===== src/rtl/riego_pkg.sv =====
// Shared state encoding, TEMP width, fault codes and the raw-to-code quantizer.
// Package only: no latency and no flow control of its own.
package riego_pkg;

  typedef enum logic [1:0] {
    IDLE  = 2'd0,
    CONV  = 2'd1,
    QUANT = 2'd2,
    HOLD  = 2'd3
  } tstate_e;

  localparam int TEMP_W = 3;
  localparam logic [TEMP_W-1:0] TEMP_MAX = '1;
  localparam logic [7:0] RAW_OPEN  = 8'h00;
  localparam logic [7:0] RAW_SHORT = 8'hFF;

  // Clamp in 9 bits before narrowing so large readings saturate instead of wrapping.
  function automatic logic [TEMP_W-1:0] temp_code(input logic [7:0] raw,
                                                  input logic [7:0] base,
                                                  input int         step_log2);
    logic [8:0]        d;
    logic [8:0]        q;
    logic [TEMP_W-1:0] code;
    d    = {1'b0, raw} - {1'b0, base};
    q    = d >> step_log2;
    code = q[TEMP_W-1:0];
    if (q > 9'(TEMP_MAX)) code = TEMP_MAX;
    if (d[8]) code = '0;
    return code;
  endfunction

endpackage


===== src/rtl/riego_debounce.sv =====
// One switch channel: 2-flop synchronizer plus a stable-sample counter, output resets to 1.
// Latency 2 + DEB_CYCLES edges from capture to output change; no backpressure.
module riego_debounce #(
  parameter int DEB_CYCLES = 3
) (
  input  logic clk,
  input  logic rst_n,
  input  logic raw,
  output logic deb
);

  logic       sync1;
  logic       sync2;
  logic [3:0] cnt;

  always_ff @(posedge clk or negedge rst_n) begin
    if (!rst_n) begin
      sync1 <= 1'b1;
      sync2 <= 1'b1;
    end else begin
      sync1 <= raw;
      sync2 <= sync1;
    end
  end

  // A single sample that agrees with the output restarts the count.
  always_ff @(posedge clk or negedge rst_n) begin
    if (!rst_n) begin
      cnt <= '0;
      deb <= 1'b1;
    end else if (sync2 == deb) begin
      cnt <= '0;
    end else if (cnt == 4'(DEB_CYCLES)) begin
      deb <= ~deb;
      cnt <= '0;
    end else begin
      cnt <= cnt + 4'd1;
    end
  end

endmodule


===== src/rtl/riego_sensor_front.sv =====
// Debounced HUMEDAD/AGUA/BOMBA plus periodic 8-bit serial TEMP read; SENSOR_FAULT_EN adds open/short detection.
// Latency: debounce 2+DEB_CYCLES edges, TEMP/TVALID 10 edges after CONV entry every 10+SAMPLE_PERIOD edges; no backpressure.
module riego_sensor_front
  import riego_pkg::*;
#(
  parameter int DEB_CYCLES    = 3,
  parameter int SAMPLE_PERIOD = 10,
  parameter int T_BASE        = 16,
  parameter int T_STEP_LOG2   = 2
) (
  input  logic              CLK,
  input  logic              RST_N,
  input  logic              HUM_RAW,
  input  logic              AGUA_RAW,
  input  logic              BOMBA_RAW,
  input  logic              TSDA,
  output logic              TCS_N,
  output logic              HUMEDAD,
  output logic              AGUA,
  output logic              BOMBA,
  output logic [TEMP_W-1:0] TEMP,
  output logic              TVALID,
  output logic              TFAULT
);

  localparam int HW = $clog2(SAMPLE_PERIOD + 1);
  localparam logic [HW-1:0] HOLD_LAST = HW'(SAMPLE_PERIOD);

  tstate_e           state;
  tstate_e           state_nxt;
  logic [2:0]        bit_cnt;
  logic [HW-1:0]     hold_cnt;
  logic [7:0]        shreg;
  logic [TEMP_W-1:0] code;
  logic              raw_bad;

  riego_debounce #(.DEB_CYCLES(DEB_CYCLES)) u_deb_hum (
    .clk(CLK), .rst_n(RST_N), .raw(HUM_RAW), .deb(HUMEDAD)
  );
  riego_debounce #(.DEB_CYCLES(DEB_CYCLES)) u_deb_agua (
    .clk(CLK), .rst_n(RST_N), .raw(AGUA_RAW), .deb(AGUA)
  );
  riego_debounce #(.DEB_CYCLES(DEB_CYCLES)) u_deb_bomba (
    .clk(CLK), .rst_n(RST_N), .raw(BOMBA_RAW), .deb(BOMBA)
  );

  always_ff @(posedge CLK or negedge RST_N) begin
    if (!RST_N) state <= IDLE;
    else        state <= state_nxt;
  end

  always_comb begin
    state_nxt = state;
    case (state)
      IDLE:    state_nxt = CONV;
      CONV:    if (bit_cnt == 3'd7) state_nxt = QUANT;
      QUANT:   state_nxt = HOLD;
      HOLD:    if (hold_cnt == HOLD_LAST) state_nxt = CONV;
      default: state_nxt = IDLE;
    endcase
  end

  // bit_cnt wraps to 0 on the 8th bit, so every read starts from a clean count.
  always_ff @(posedge CLK or negedge RST_N) begin
    if (!RST_N) begin
      bit_cnt  <= '0;
      hold_cnt <= '0;
      shreg    <= '0;
    end else begin
      if (state == CONV) begin
        shreg   <= {shreg[6:0], TSDA};
        bit_cnt <= bit_cnt + 3'd1;
      end
      if (state == HOLD) hold_cnt <= (hold_cnt == HOLD_LAST) ? '0 : hold_cnt + HW'(1);
    end
  end

  assign code = temp_code(shreg, 8'(T_BASE), T_STEP_LOG2);

  // Chip select is registered and stays low through the QUANT cycle so it rises at E9.
  always_ff @(posedge CLK or negedge RST_N) begin
    if (!RST_N) begin
      TCS_N  <= 1'b1;
      TVALID <= 1'b0;
      TEMP   <= '0;
    end else begin
      TCS_N  <= !((state_nxt == CONV) || (state_nxt == QUANT));
      TVALID <= (state == QUANT);
      if ((state == QUANT) && !raw_bad) TEMP <= code;
    end
  end

`ifdef SENSOR_FAULT_EN
  assign raw_bad = (shreg == RAW_OPEN) || (shreg == RAW_SHORT);

  always_ff @(posedge CLK or negedge RST_N) begin
    if (!RST_N)              TFAULT <= 1'b0;
    else if (state == QUANT) TFAULT <= raw_bad;
  end
`else
  assign raw_bad = 1'b0;
  assign TFAULT  = 1'b0;
`endif

endmodule


===== config.mk =====
export PLATFORM = sky130hd
export DESIGN_NAME = riego_sensor_front
export DESIGN_NICKNAME = d
export VERILOG_FILES = /design/src/rtl/riego_pkg.sv /design/src/rtl/riego_debounce.sv /design/src/rtl/riego_sensor_front.sv
export SDC_FILE = /design/constraint.sdc
export NUM_CORES = 1
export LEC_CHECK = 0
export ABC_CLOCK_PERIOD_IN_PS = 2100
export BUFFER_PORTS_ARGS = -buffer_cell sky130_fd_sc_hd__buf_2
export CAP_MARGIN = 20
export CORE_MARGIN = 3
export CORE_UTILIZATION = 52
export CTS_CLUSTER_SIZE = 40
export DETAILED_ROUTE_END_ITERATION = 10
export PLACE_DENSITY = 0.81
export SYNTH_ARGS = -nofsm -noshare
export SYNTH_HDL_FRONTEND = slang
export SYNTH_SLANG_ARGS = --single-unit

===== constraint.sdc =====
create_clock -name CLK -period 2.1 [get_ports CLK]
set_clock_uncertainty 0.2 [all_clocks]
set_input_delay 0.105 -clock CLK [delete_from_list [all_inputs] [get_ports CLK]]
set_output_delay 0.105 -clock CLK [all_outputs]
set_load 0.03 [all_outputs]

==> results_dict.tcl <==
set metrics [dict create \
    cts.clk_slew.worst_paths_ns 0.13 \
    dr.pass1.iters 4 \
    end_kind "async pin" \
    ys_seq_area_share_pct 60.4 \
    drv_cap 0 \
    core-area_um2 3180 \
    numPortBuffers 13 \
    syn-cell-area_um2 1800 \
    area_delta_synth_final_pct 13.5 \
    min_delay_path_depth 0 \
    htreeDepth 2 \
    min_from "u_deb_hum.sync1$_DFF_PN1_" \
    grt_max_degree 19 \
    setup_viol 0 \
    post-route-min-period_ns 1.83 \
    place_congestion 0.680 \
    dieHeight_um 64.9 \
    hold_path_class "flop to flop" \
    rr_worst_depth 5 \
    peakVddDrop_v 0.000427 \
    grt_overflow 0 \
    clock_latency_ns 0.35 \
    synthTopCellsByArea "dfrtp_1 46%, dfstp_2 15%, ha_1 4.9%" \
    synth_top_area_share_pct 45.8 \
    vias_per_cell 5.28 \
    fmax_mhz 546 \
    synth_cell_types 31 \
    layout.cells.non_filler 216 \
    io_pins 15 \
    timing.rr.start "shreg[4]$_DFFE_PN0P_" \
    yosysTopAreaCell "dfrtp_1" \
    syn_inst 144 \
    nets 184 \
    arrival_ns 2.16 \
    startpoint_type "input pin" \
    place_inst 201 \
    cts.sinks 43 \
    rr_endpoint "TEMP[2]$_DFFE_PN0P_" \
    fp-row-count 20 \
    cts_buffers 5 \
    dieArea_um2 4210 \
    start_util_pct 56.7 \
    cts_tree "done" \
    final.setup.tns_ns 0 \
    post_drt_wl_per_cell_um 13.2 \
    hold_viol_final 0 \
    leakage_uw 0.000907 \
    synth_nets 157 \
    regToRegSetupSlack_ns 0.41 \
    vias 1141 \
    antennaDiodeCount 0 \
    final_core_util_pct 64.4 \
    antenna_found_initial 0 \
    setup.worst_path.class "input pin to async pin" \
    grt_first_pass_wirelength_um 5060 \
    routed_wl_um 2850 \
    grt_pass1_vias 1164 \
    dp_hpwl_um 2080 \
    path_max_fanout 12 \
    rsz0062_at_grt "no" \
    synth.avg_cell_area_um2 12.5 \
    drt_iter0_markers 39 \
    yosys_warnings 0 \
    route.antenna.remaining_nets 0 \
    power_density_nw_per_um2 856 \
    slew_violations 0 \
    grt_usage_pct 16.0 \
    drc 0 \
    cp.required_ns 2.43 \
    holdPathEnd "u_deb_hum.sync2$_DFF_PN1_" \
    period_share_pct 87.2 \
    synth-seq-cells 43 \
    drive_above_1_share_pct 24.4 \
    clockBufferDepth 2 \
    fp.dieW_um 64.9 \
    status "finished, final reports clean" \
    cts_root_buf "clkbuf_4" \
]
Yosys cell counts:
cell type  number
mux2_2          6
o21ai_1         4
dfstp_2        10
a22o_1          1
nand4_1         1
buf_4           3
mux2i_1         2
nor4b_2         1
nor2b_1         4
mux2_1          3
nor2_1          7
o31a_1          1
nor3b_1         3
conb_1          1
and4bb_2        1
nand3_1         4
nand2b_1        5
a311oi_1        3
nor3_1          5
dfrtp_1        33
a21oi_1         3
o21ai_0         2
xnor2_1         5
nand3b_1        3
nor4_2          1
nand2_1        10
a31oi_1         1
xor2_1          5
o2111ai_1       1
inv_1           8
ha_1            7
sequential cells by signal, indices dropped and copies added (netlist names), 2 cells and up:
| register | cells |
|---|---|
| TEMP | 3 |
| bit_cnt | 3 |
| shreg | 8 |
| u_deb_bomba.cnt | 4 |
| hold_cnt | 4 |
| u_deb_hum.cnt | 4 |
| state | 2 |
| u_deb_agua.cnt | 4 |
routing by layer:
metal / GRT usage [%] / share of wire, %
met1: 17.3 / 43
met3: 3.99 / 2.8
met2: 28.1 / 53
met5: 0 / 0
met4: 9.76 / 1.4
how the worst max path moves through the flow:
stage | from | slack [ns] | endpoint | depth (start not counted)
5_1_grt | RST_N | 0.16 | state[1]$_DFF_PN0_ | 4
2_1_floorplan | shreg[4]$_DFFE_PN0P_ | 0.55 | TEMP[0]$_DFFE_PN0P_ | 5
3_5_place_dp | shreg[4]$_DFFE_PN0P_ | 0.43 | TEMP[2]$_DFFE_PN0P_ | 5
4_1_cts | RST_N | 0.25 | state[1]$_DFF_PN0_ | 4
6_report | RST_N | 0.27 | state[1]$_DFF_PN0_ | 4
3_3_place_gp | shreg[4]$_DFFE_PN0P_ | 0.51 | TEMP[0]$_DFFE_PN0P_ | 5
where the power goes:
group | switching [uW] | internal, uW
combinational | 196 | 151
clock | 256 | 129
sequential | 70.8 | 948
total | 523 | 1230
final cells by class:
cell class / instances / area (um2)
tap: 44 / 55.1
timing repair buffer: 23 / 158
multi-input combinational: 90 / 661
fill: 260 / 1130
clock inverter: 2 / 12.5
sequential: 43 / 1090
clock buffer: 6 / 41.3
inverter: 8 / 30.0
cells in the final DEF, fill, tap and decap left out, drive strengths merged, types with 2 or more instances in the layout:
| cell | count |
|---|---|
| a311oi | 3 |
| dfstp | 10 |
| nor3 | 5 |
| nand3b | 3 |
| xor2 | 5 |
| nor3b | 3 |
| nand3 | 4 |
| nand2 | 10 |
| dfrtp | 33 |
| dlygate4sd3 | 7 |
| xnor2 | 5 |
| buf | 16 |
| inv | 8 |
| nor2b | 4 |
| clkbuf | 6 |
| nor2 | 7 |
| mux2 | 9 |
| o21ai | 6 |
| nand2b | 5 |
| a21oi | 3 |
| ha | 7 |
| mux2i | 2 |
metrics by stage:
step	hold slack [ns]	worst slack (ns)	power (uW)	instance area, um2
after global placement	-0.194	0.511	1350	1920
after floorplan	-0.391	0.548	1270	1800
final	0.148	0.269	1750	2050
after CTS	0.152	0.251	1770	2050
after global routing	0.155	0.165	1860	2050
after detailed placement	-0.182	0.427	1380	1920
critical path, cell delays in order:
cell,delay [ns]
dlygate4sd3_1,0.52
dlygate4sd3_1,0.55
buf_2,0.26
dlygate4sd3_1,0.73
repair_timing:
| action | in CTS | in global routing |
|---|---|---|
| hold buffers | 7 | 0 |
| buffers inserted | 0 | 0 |
| endpoints found under the hold margin | 43 | 0 |
| resized for setup | 0 | 0 |
cells by family after synthesis:
family,synth area share (%)
flip-flops,60.4
adder cells (fa/ha/maj),4.86
XOR/XNOR,4.86
AO/OA/AOI/OAI,5.76
multiplexers,6.74
AND/OR/NAND/NOR,14.2
buffers and inverters,2.92
other,0.208
(Power assumes the default switching activity.)
